**config.mk**
```make
export PLATFORM = sky130hd
export DESIGN_NAME = board_memory
export DESIGN_NICKNAME = d
export VERILOG_FILES = /design/src/rtl/ttt_pkg.sv /design/src/rtl/press_edge.sv /design/src/rtl/board_memory.sv
export SDC_FILE = /design/constraint.sdc
export NUM_CORES = 1
export LEC_CHECK = 0
export CAP_MARGIN = 20
export CORE_MARGIN = 5
export CORE_UTILIZATION = 40
export CTS_BUF_LIST = sky130_fd_sc_hd__clkbuf_16
export CTS_CLUSTER_DIAMETER = 40
export DETAILED_ROUTE_END_ITERATION = 8
export PLACE_DENSITY = 0.67
export SYNTH_ARGS = -nofsm -noshare
export SYNTH_HDL_FRONTEND = slang
export SYNTH_SLANG_ARGS = --single-unit
```
**constraint.sdc**
```tcl
create_clock -name clk -period 2.3 [get_ports clk]
set_input_delay 0.345 -clock clk [delete_from_list [all_inputs] [get_ports clk]]
set_output_delay 0.345 -clock clk [all_outputs]
set_load 0.05 [all_outputs]
```
**src/rtl/ttt_pkg.sv**
```systemverilog
// Shared types and helpers for the tic-tac-toe board memory.
//   player_t   : owner / player-to-move encoding (A = 0, B = 1)
//   ncell()    : cell count for a square board of side dim
//   onehot_chk : classifies a vector as {is_zero, is_onehot}
package ttt_pkg;

  typedef enum logic {
    PLAYER_A = 1'b0,
    PLAYER_B = 1'b1
  } player_t;

  // Widest board supported (8x8); vectors are zero-extended to this width.
  localparam int unsigned MAX_NCELL = 64;

  typedef struct packed {
    logic is_zero;
    logic is_onehot;
  } onehot_t;

  function automatic int unsigned ncell(input int unsigned dim);
    return dim * dim;
  endfunction

  // A vector is one-hot when it is nonzero and clearing its lowest set bit leaves nothing.
  function automatic onehot_t onehot_chk(input logic [MAX_NCELL-1:0] vec);
    onehot_t r;
    r.is_zero   = (vec == '0);
    r.is_onehot = !r.is_zero && ((vec & (vec - MAX_NCELL'(1))) == '0);
    return r;
  endfunction

endpackage

```
**src/rtl/press_edge.sv**
```systemverilog
// Rising-edge detector for the debounced cell buttons.
//   clk         : system clock
//   res         : async active-low reset, presets the history to all ones
//   press       : level button inputs, one bit per cell
//   rise        : cells whose button went high this cycle (combinational)
//   rise_none   : no rising edge this cycle
//   rise_onehot : exactly one rising edge this cycle
module press_edge
  import ttt_pkg::*;
#(
  parameter int unsigned NCELL = 9
) (
  input  logic             clk,
  input  logic             res,
  input  logic [NCELL-1:0] press,
  output logic [NCELL-1:0] rise,
  output logic             rise_none,
  output logic             rise_onehot
);

  logic [NCELL-1:0] press_q;
  onehot_t          oh;

  // History presets to ones so a button held through reset never looks like a new press.
  always_ff @(posedge clk or negedge res) begin
    if (!res) begin
      press_q <= '1;
    end else begin
      press_q <= press;
    end
  end

  assign rise        = press & ~press_q;
  assign oh          = onehot_chk(MAX_NCELL'(rise));
  assign rise_none   = oh.is_zero;
  assign rise_onehot = oh.is_onehot;

endmodule

```
**src/rtl/board_memory.sv**
```systemverilog
// Move memory for a BOARD_DIM x BOARD_DIM tic-tac-toe board.
// Accepts one new cell per rising button edge, alternates ownership between
// players A and B, and rejects multi-presses, occupied cells, presses while
// frozen (dis) and presses on a full board.
//   clk      : system clock
//   res      : async active-low reset
//   press    : debounced cell buttons, bit i = cell i (row-major)
//   clr      : synchronous new-game request
//   dis      : game-over freeze from win detect
//   A, B     : per-player occupancy
//   state    : player to move next (0 = A, 1 = B)
//   move_cnt : accepted moves this game
//   full     : every cell taken (combinational from move_cnt)
//   move_ok  : one-cycle pulse, move accepted
//   move_rej : one-cycle pulse, press edge rejected
module board_memory
  import ttt_pkg::*;
#(
  parameter int unsigned BOARD_DIM    = 3,
  parameter bit          FIRST_PLAYER = 1'b0,
  parameter bit          ALT_START    = 1'b0,
  parameter int unsigned CNT_W        = $clog2(BOARD_DIM * BOARD_DIM + 1)
) (
  input  logic                           clk,
  input  logic                           res,
  input  logic [BOARD_DIM*BOARD_DIM-1:0] press,
  input  logic                           clr,
  input  logic                           dis,
  output logic [BOARD_DIM*BOARD_DIM-1:0] A,
  output logic [BOARD_DIM*BOARD_DIM-1:0] B,
  output logic                           state,
  output logic [CNT_W-1:0]               move_cnt,
  output logic                           full,
  output logic                           move_ok,
  output logic                           move_rej
);

  localparam int unsigned NCELL = ncell(BOARD_DIM);

  logic [NCELL-1:0] rise;
  logic             rise_none;
  logic             rise_onehot;
  logic [NCELL-1:0] taken;

  logic [NCELL-1:0] a_q, a_d;
  logic [NCELL-1:0] b_q, b_d;
  player_t          turn_q, turn_d;
  player_t          start_q, start_d;
  logic [CNT_W-1:0] cnt_q, cnt_d;
  logic             ok_q, ok_d;
  logic             rej_q, rej_d;

  press_edge #(
    .NCELL(NCELL)
  ) u_press_edge (
    .clk        (clk),
    .res        (res),
    .press      (press),
    .rise       (rise),
    .rise_none  (rise_none),
    .rise_onehot(rise_onehot)
  );

  assign taken = rise & (a_q | b_q);
  assign full  = (cnt_q == CNT_W'(NCELL));

  // Board state registers.
  always_ff @(posedge clk or negedge res) begin
    if (!res) begin
      a_q     <= '0;
      b_q     <= '0;
      turn_q  <= player_t'(FIRST_PLAYER);
      start_q <= player_t'(FIRST_PLAYER);
      cnt_q   <= '0;
      ok_q    <= 1'b0;
      rej_q   <= 1'b0;
    end else begin
      a_q     <= a_d;
      b_q     <= b_d;
      turn_q  <= turn_d;
      start_q <= start_d;
      cnt_q   <= cnt_d;
      ok_q    <= ok_d;
      rej_q   <= rej_d;
    end
  end

  // Next state: clr beats reject, reject beats accept.
  always_comb begin
    a_d     = a_q;
    b_d     = b_q;
    turn_d  = turn_q;
    start_d = start_q;
    cnt_d   = cnt_q;
    ok_d    = 1'b0;
    rej_d   = 1'b0;
    if (clr) begin
      // Any press edge in the clr cycle is dropped silently.
      a_d     = '0;
      b_d     = '0;
      cnt_d   = '0;
      start_d = ALT_START ? player_t'(~start_q) : player_t'(FIRST_PLAYER);
      turn_d  = start_d;
    end else if (!rise_none) begin
      if (!rise_onehot || (taken != '0) || dis || full) begin
        rej_d = 1'b1;
      end else begin
        if (turn_q == PLAYER_A) begin
          a_d = a_q | rise;
        end else begin
          b_d = b_q | rise;
        end
        turn_d = (turn_q == PLAYER_A) ? PLAYER_B : PLAYER_A;
        cnt_d  = cnt_q + CNT_W'(1);
        ok_d   = 1'b1;
      end
    end
  end

  assign A        = a_q;
  assign B        = b_q;
  assign state    = turn_q;
  assign move_cnt = cnt_q;
  assign move_ok  = ok_q;
  assign move_rej = rej_q;

endmodule

```
==> results of run 1 <==
## final cells by class
type | count | share of cell area
repair buffers | 49 | 0.2094
inverters | 20 | 0.03324
clock inverters | 3 | 0.005540
flip-flops and latches | 34 | 0.3828
multi-input cells | 79 | 0.2859
clock buffers | 5 | 0.05540
well taps | 50 | 0.02770
## through the flow
step           setup WS, ps  setup TNS (ps)  cell area (µm²)  total power [mW]  hold WS [ps]
4_1_cts               199.0               0             2258             1.513         494.6
6_report              215.5               0             2258             1.492         473.9
3_3_place_gp         -51.07          -152.7             2121            0.8724         526.1
3_5_place_dp         -49.30          -117.3             2121            0.8800         533.9
2_1_floorplan         68.71               0             1635            0.7822         49.41
5_1_grt               30.74               0             2258             1.560         498.2
## worst paths after layout
check,startpoint,to
max,u_press_edge.press_q[5]$_DFF_PN1_,move_cnt[3]$_DFFE_PN0P_
min,res,A[3]$_DFFE_PN0P_
max reg2reg,u_press_edge.press_q[5]$_DFF_PN1_,move_cnt[3]$_DFFE_PN0P_
min reg2reg,A[4]$_DFFE_PN0P_,A[4]$_DFFE_PN0P_
max in group asynchronous,res,u_press_edge.press_q[2]$_DFF_PN1_
min in group clk,press[8],u_press_edge.press_q[8]$_DFF_PN1_
## where the power goes
group / switching, mW / total (mW) / internal (mW)
Sequential: 0.0110 / 0.636 / 0.625
Combinational: 0.139 / 0.233 / 0.0943
Clock: 0.233 / 0.623 / 0.390
Total: 0.383 / 1.49 / 1.11
## state kept, by name, summed over array words and instances, names as in the netlist
register / cells
A: 9
u_press_edge.press_q: 9
state: 1
B: 9
move_rej: 1
move_ok: 1
move_cnt: 4
## layer usage
metal,track usage,vias to the layer above,wire length (µm)
met1,0.1991,630,1668
li1,-,598,-
met4,0.04829,0,55
met2,0.2628,33,1960
met3,0.06156,3,245
met5,0,-,0
## cell usage after synthesis (2+ instances only)
cell type                  count  area (µm²)
sky130_fd_sc_hd__o21ai_0       5       25.02
sky130_fd_sc_hd__o32ai_2       8       130.1
sky130_fd_sc_hd__buf_1         2       7.510
sky130_fd_sc_hd__ha_1          2       25.02
sky130_fd_sc_hd__o32ai_1      10       87.58
sky130_fd_sc_hd__or3_2         2       15.01
sky130_fd_sc_hd__a21oi_1       5       25.02
sky130_fd_sc_hd__o22ai_1       3       18.77
sky130_fd_sc_hd__or2_2         2       12.51
sky130_fd_sc_hd__dfrtp_1      25       625.6
sky130_fd_sc_hd__nand2b_2      2       17.52
sky130_fd_sc_hd__nand2b_1      4       25.02
sky130_fd_sc_hd__clkbuf_1      3       11.26
sky130_fd_sc_hd__dfstp_2       9       236.5
sky130_fd_sc_hd__nand4_1       3       18.77
sky130_fd_sc_hd__or4_1         2       15.01
sky130_fd_sc_hd__nor2_1        9       33.78
sky130_fd_sc_hd__o31ai_1       2       15.01
sky130_fd_sc_hd__inv_1        20       75.07
sky130_fd_sc_hd__nand2b_4      3       41.29
## critical path, stage by stage (launching register included)
cell,delay (ps)
sky130_fd_sc_hd__dfstp_2,500
sky130_fd_sc_hd__nand2b_1,260
sky130_fd_sc_hd__o21ai_0,140
sky130_fd_sc_hd__a21boi_1,220
sky130_fd_sc_hd__o211ai_2,100
sky130_fd_sc_hd__buf_4,170
sky130_fd_sc_hd__or4_1,460
sky130_fd_sc_hd__a21oi_1,160
## logic make-up (layout without fill, tap and decap cells)
group	after synthesis	count (layout)	share of synthesized area
mux	1	1	0.006140
fa+ha+maj	2	2	0.01535
simple gates	38	38	0.1635
buf+inv	27	77	0.07675
compound gates	38	38	0.2095
flops	34	34	0.5288
==> run_summary.xml, run 1 <==
<?xml version="1.0" encoding="UTF-8"?>
<metrics>
  <group name="run_status">
    <metric name="run_status" unit="">completed</metric>
  </group>
  <group name="grt">
    <metric name="grt_overflow" unit="">0</metric>
    <metric name="gr-usage-all-layers" unit="">0.1619</metric>
    <metric name="grt_start_max_net_pins" unit="">35</metric>
    <metric name="via_count_of_the_first_global_routing_pass" unit="">1346</metric>
    <metric name="grt_pass1_wl" unit="mm">6.534</metric>
    <metric name="antenna_violations_before_repair" unit="">0</metric>
  </group>
  <group name="power_and_ir_drop">
    <metric name="total_power_density_per_cell_area" unit="nW/µm²">660.7</metric>
    <metric name="vdd.ir_drop.worst" unit="mV">0.5063</metric>
    <metric name="p_leak" unit="nW">0.8879</metric>
  </group>
  <group name="yosys">
    <metric name="postSynthAreaPerCell" unit="µm²">11.65</metric>
    <metric name="synth_edf_count" unit="">0</metric>
    <metric name="ys_async_sr_fraction" unit="">1.000</metric>
    <metric name="synth_seq_cells" unit="">34</metric>
    <metric name="synth.lib_cells_used.distinct" unit="">39</metric>
    <metric name="synth.cell_area" unit="µm²">1630</metric>
    <metric name="synth.net_count" unit="">155</metric>
    <metric name="warnings_from_yosys" unit="">0</metric>
    <metric name="seq_area_frac_synth" unit="">0.5288</metric>
    <metric name="synth_top_flop_cell" unit="">sky130_fd_sc_hd__dfrtp_1</metric>
    <metric name="synthesis.instances" unit="">140</metric>
  </group>
  <group name="floorplan">
    <metric name="top_level_ports" unit="">39</metric>
    <metric name="die_h" unit="µm">73.84</metric>
    <metric name="core-area" unit="µm²">3971</metric>
    <metric name="chipWidth" unit="µm">73.84</metric>
    <metric name="initial_core_util" unit="">0.4105</metric>
    <metric name="design.die.area" unit="µm²">5452</metric>
    <metric name="placementRows" unit="">23</metric>
  </group>
  <group name="drt">
    <metric name="total_routed_wirelength" unit="mm">3.930</metric>
    <metric name="drcViolationCount" unit="">0</metric>
    <metric name="detail_route.wl_per_cell" unit="µm">16.38</metric>
    <metric name="drt.antenna.violating_nets" unit="">0</metric>
    <metric name="drtPass1Iterations" unit="">4</metric>
    <metric name="dr.first_iter.drc_count" unit="">53</metric>
    <metric name="avgViaCountPerCell" unit="">5.267</metric>
    <metric name="detailroute.via_count" unit="">1264</metric>
  </group>
  <group name="final_layout">
    <metric name="drive_above_1_share" unit="">0.2842</metric>
    <metric name="finalNetCount" unit="">204</metric>
    <metric name="layout.cells.most_common" unit="">sky130_fd_sc_hd__clkdlybuf4s50_1</metric>
    <metric name="multi_input_area" unit="µm²">645.6</metric>
    <metric name="syn_to_final_growth" unit="%">38.53</metric>
    <metric name="post-route-util" unit="">0.5687</metric>
    <metric name="fill_cells" unit="">340</metric>
    <metric name="final_cell_count_no_fill" unit="">240</metric>
    <metric name="area_taken_by_flip_flops_and_latches" unit="µm²">864.6</metric>
    <metric name="diodes" unit="">0</metric>
    <metric name="mostFrequentLayoutCells" unit="">37 x sky130_fd_sc_hd__clkdlybuf4s50_1, 23 x sky130_fd_sc_hd__dfrtp_1, 21 x sky130_fd_sc_hd__inv_1, 11 x sky130_fd_sc_hd__buf_4, 10 x sky130_fd_sc_hd__o32ai_1</metric>
  </group>
  <group name="timing">
    <metric name="final_max_slew_viol_count" unit="">0</metric>
    <metric name="setup_repair_after_global_routing_missed_its_margin" unit="">false</metric>
    <metric name="finalClockSkew" unit="ps">5.883</metric>
    <metric name="final_min_period_over_clock_period" unit="">0.9063</metric>
    <metric name="slew_headroom" unit="">0.6518</metric>
    <metric name="upper_clock_frequency_limit" unit="MHz">479.7</metric>
    <metric name="period_needed" unit="ps">2084</metric>
    <metric name="timing.final.hold_violations" unit="">0</metric>
    <metric name="setup_viol" unit="">0</metric>
    <metric name="worst_slew_pin_slew" unit="ps">520.6</metric>
  </group>
  <group name="clocking">
    <metric name="post_cts_buffers" unit="">0</metric>
    <metric name="clk_latency" unit="ps">280</metric>
    <metric name="clk_pin_slew_worst_paths" unit="ps">50</metric>
    <metric name="tritoncts_num_sinks" unit="">34</metric>
    <metric name="clockBufferDepth" unit="">2</metric>
    <metric name="cts_tree" unit="">done</metric>
    <metric name="cts_inserted_buffers" unit="">5</metric>
    <metric name="number_of_buffers_added_to_fix_hold_violations_after_cts" unit="">0</metric>
    <metric name="cts_resized" unit="">0</metric>
    <metric name="htree_num_levels" unit="">2</metric>
    <metric name="clock_tree.root_cell" unit="">sky130_fd_sc_hd__clkbuf_16</metric>
  </group>
  <group name="setup_path">
    <metric name="data_required_time_at_the_worst_endpoint" unit="ps">2500</metric>
    <metric name="ff2ff_setup_slack" unit="ps">220</metric>
    <metric name="setup.worst_path.start_class" unit="">register</metric>
    <metric name="worst_ep_arrival_time" unit="ps">2290</metric>
    <metric name="timing.critical_path.to_type" unit="">register</metric>
    <metric name="timing.critical_path.fanout_max" unit="">8</metric>
    <metric name="worst_r2r_path_depth" unit="">7</metric>
    <metric name="worstSetupPathType" unit="">reg -&gt; reg</metric>
  </group>
  <group name="placed_design">
    <metric name="detailedPlacementHpwl" unit="mm">2.899</metric>
    <metric name="weighted_congestion_reported_at_the_end_of_routability_driven_placement" unit="">0.8773</metric>
    <metric name="port-buffer-count" unit="">38</metric>
    <metric name="numPlacedInstances" unit="">232</metric>
  </group>
  <group name="flow_run">
    <metric name="drv_cap" unit="">0</metric>
  </group>
  <group name="hold_path">
    <metric name="worst_hold_path_type" unit="">in -&gt; async</metric>
  </group>
</metrics>
(Power assumes the default switching activity.)
==> inputs of run 2 (changes only) <==
SETUP_SLACK_MARGIN = 0.05   (was not set)
clock period = 2.02 ns   (was 2.3 ns; I/O delays follow)
==> run_summary.xml, run 2 (synthesis gave the netlist of run 1 again) <==
<?xml version="1.0" encoding="UTF-8"?>
<metrics>
  <group name="run_status">
    <metric name="run_status" unit="">completed</metric>
  </group>
  <group name="setup_path">
    <metric name="worst_r2r_path_depth" unit="">7</metric>
    <metric name="setup.worst_path.start_class" unit="">register</metric>
    <metric name="timing.critical_path.fanout_max" unit="">8</metric>
    <metric name="data_required_time_at_the_worst_endpoint" unit="ps">2210</metric>
    <metric name="worstSetupPathType" unit="">reg -&gt; reg</metric>
    <metric name="r2r-end" unit="">move_cnt[1]$_DFFE_PN0P_</metric>
    <metric name="timing.critical_path.to_type" unit="">register</metric>
    <metric name="worst_ep_arrival_time" unit="ps">2180</metric>
    <metric name="ff2ff_setup_slack" unit="ps">30</metric>
    <metric name="worstReg2RegStart" unit="">u_press_edge.press_q[2]$_DFF_PN1_</metric>
  </group>
  <group name="timing">
    <metric name="final.setup.tns" unit="ps">0</metric>
    <metric name="period_needed" unit="ps">1989</metric>
    <metric name="worst_hold_slack_across_all_endpoints" unit="ps">428.3</metric>
    <metric name="finalClockSkew" unit="ps">4.495</metric>
    <metric name="timing.final.hold_violations" unit="">0</metric>
    <metric name="upper_clock_frequency_limit" unit="MHz">502.9</metric>
    <metric name="final_max_slew_viol_count" unit="">0</metric>
    <metric name="final_min_period_over_clock_period" unit="">0.9845</metric>
    <metric name="worst_slew_pin_slew" unit="ps">657.8</metric>
    <metric name="setup_repair_after_global_routing_missed_its_margin" unit="">true</metric>
    <metric name="slew_headroom" unit="">0.5615</metric>
    <metric name="setup_viol" unit="">0</metric>
  </group>
  <group name="drt">
    <metric name="detailroute.via_count" unit="">1322</metric>
    <metric name="avgViaCountPerCell" unit="">5.267</metric>
    <metric name="dr.first_iter.drc_count" unit="">74</metric>
    <metric name="drcViolationCount" unit="">0</metric>
    <metric name="drtPass1Iterations" unit="">4</metric>
    <metric name="drt.antenna.violating_nets" unit="">0</metric>
    <metric name="detail_route.wl_per_cell" unit="µm">16.05</metric>
    <metric name="total_routed_wirelength" unit="mm">4.028</metric>
  </group>
  <group name="clocking">
    <metric name="clock_tree.root_cell" unit="">sky130_fd_sc_hd__clkbuf_16</metric>
    <metric name="htree_num_levels" unit="">2</metric>
    <metric name="tritoncts_num_sinks" unit="">34</metric>
    <metric name="clk_pin_slew_worst_paths" unit="ps">50</metric>
    <metric name="cts_inserted_buffers" unit="">5</metric>
    <metric name="clockBufferDepth" unit="">2</metric>
    <metric name="cts_tree" unit="">done</metric>
    <metric name="clk_latency" unit="ps">280</metric>
    <metric name="number_of_buffers_added_to_fix_hold_violations_after_cts" unit="">0</metric>
  </group>
  <group name="placed_design">
    <metric name="dpl_cell_area" unit="µm²">2173</metric>
    <metric name="numPlacedInstances" unit="">237</metric>
    <metric name="weighted_congestion_reported_at_the_end_of_routability_driven_placement" unit="">0.7886</metric>
    <metric name="detailedPlacementHpwl" unit="mm">2.738</metric>
    <metric name="port-buffer-count" unit="">38</metric>
  </group>
  <group name="grt">
    <metric name="grt_pass1_wl" unit="mm">6.396</metric>
    <metric name="grt_start_max_net_pins" unit="">35</metric>
    <metric name="via_count_of_the_first_global_routing_pass" unit="">1382</metric>
    <metric name="antenna_violations_before_repair" unit="">0</metric>
    <metric name="gr-usage-all-layers" unit="">0.1543</metric>
    <metric name="grt_overflow" unit="">0</metric>
  </group>
  <group name="final_layout">
    <metric name="mostFrequentLayoutCells" unit="">37 x sky130_fd_sc_hd__clkdlybuf4s50_1, 23 x sky130_fd_sc_hd__dfrtp_1, 20 x sky130_fd_sc_hd__inv_1, 18 x sky130_fd_sc_hd__buf_4, 16 x sky130_fd_sc_hd__o32ai_2</metric>
    <metric name="diodes" unit="">0</metric>
    <metric name="multi_input_area" unit="µm²">827.0</metric>
    <metric name="layout.cells.most_common" unit="">sky130_fd_sc_hd__clkdlybuf4s50_1</metric>
    <metric name="syn_to_final_growth" unit="%">55.72</metric>
    <metric name="area_taken_by_flip_flops_and_latches" unit="µm²">864.6</metric>
    <metric name="fill_cells" unit="">289</metric>
    <metric name="post-route-cell-area" unit="µm²">2539</metric>
    <metric name="finalNetCount" unit="">215</metric>
    <metric name="drive_above_1_share" unit="">0.4627</metric>
    <metric name="final_cell_count_no_fill" unit="">251</metric>
    <metric name="post-route-util" unit="">0.6393</metric>
  </group>
  <group name="flow_run">
    <metric name="drv_cap" unit="">0</metric>
  </group>
  <group name="floorplan">
    <metric name="core-area" unit="µm²">3971</metric>
    <metric name="chipWidth" unit="µm">73.84</metric>
    <metric name="placementRows" unit="">23</metric>
    <metric name="die_h" unit="µm">73.84</metric>
    <metric name="initial_core_util" unit="">0.4105</metric>
    <metric name="top_level_ports" unit="">39</metric>
    <metric name="design.die.area" unit="µm²">5452</metric>
  </group>
  <group name="power_and_ir_drop">
    <metric name="vdd.ir_drop.worst" unit="mV">0.4654</metric>
    <metric name="p_leak" unit="nW">0.9907</metric>
    <metric name="total_power_density_per_cell_area" unit="nW/µm²">694.2</metric>
  </group>
  <group name="hold_path">
    <metric name="worst_hold_path_type" unit="">in -&gt; async</metric>
  </group>
</metrics>
[run 2: changes by cell type in the layout (fill, tap and decap cells not counted), sizes merged]
| cell | before | now |
|---|---|---|
| buf | 12 | 23 |
[run 2: how the worst max path moves through the flow]
stage | slack (ps) | from | end | cells after the start
2_1_floorplan | -90 | move_cnt[0]$_DFFE_PN0P_ | A[0]$_DFFE_PN0P_ | 9
3_3_place_gp | -210 | press[1] | move_cnt[2]$_DFFE_PN0P_ | 8
3_5_place_dp | -270 | press[5] | move_cnt[2]$_DFFE_PN0P_ | 8
4_1_cts | 20 | u_press_edge.press_q[2]$_DFF_PN1_ | move_cnt[2]$_DFFE_PN0P_ | 7
5_1_grt | -50 | u_press_edge.press_q[0]$_DFF_PN1_ | B[2]$_DFFE_PN0P_ | 7
6_report | 30 | u_press_edge.press_q[2]$_DFF_PN1_ | move_cnt[1]$_DFFE_PN0P_ | 7
[run 2: critical path, stage by stage (launching register included)]
cell                       delay (ps)
sky130_fd_sc_hd__dfstp_2          520
sky130_fd_sc_hd__nand2b_4         160
sky130_fd_sc_hd__nand4_1          160
sky130_fd_sc_hd__o21ai_2          210
sky130_fd_sc_hd__o211ai_2         140
sky130_fd_sc_hd__buf_6            160
sky130_fd_sc_hd__or3_2            410
sky130_fd_sc_hd__a21oi_1          150
[run 2: per-stage QoR]
stage / setup WS [ps] / power (mW)
finish: 31.39 / 1.762
global route: -51.83 / 1.833
CTS: 22.79 / 1.739
detailed placement: -271.2 / 1.004
global placement: -212.0 / 0.9984
floorplan: -92.57 / 0.8917
[run 2: cell type report]
type	instances	share of cell area
Clock buffer	5	0.04929
Clock inverter	3	0.005421
Inverter	20	0.02957
Multi-Input combinational cell	79	0.3258
Sequential cell	34	0.3406
Tap cell	50	0.02464
Timing Repair Buffer	60	0.2247
[run 2: repair_timing]
action                     in CTS  in global routing
setup buffers                   3                  3
hold endpoints to repair        0                  0
pin swaps                       6                 12
setup endpoints to repair      23                 24
gates resized for setup        14                 20
[run 2: report_power, final]
part,internal [mW],switching [mW]
Sequential,0.711,0.0109
Clock,0.447,0.268
Combinational,0.139,0.187
[run 2: routing by layer]
layer  vias to the layer above  part of all wire  global-route usage
li1                        624                 -                   -
met4                         0             0.023             0.05835
met1                       646              0.43              0.1935
met2                        38              0.50              0.2451
met5                         -                 0                   0
met3                        14             0.048             0.05198
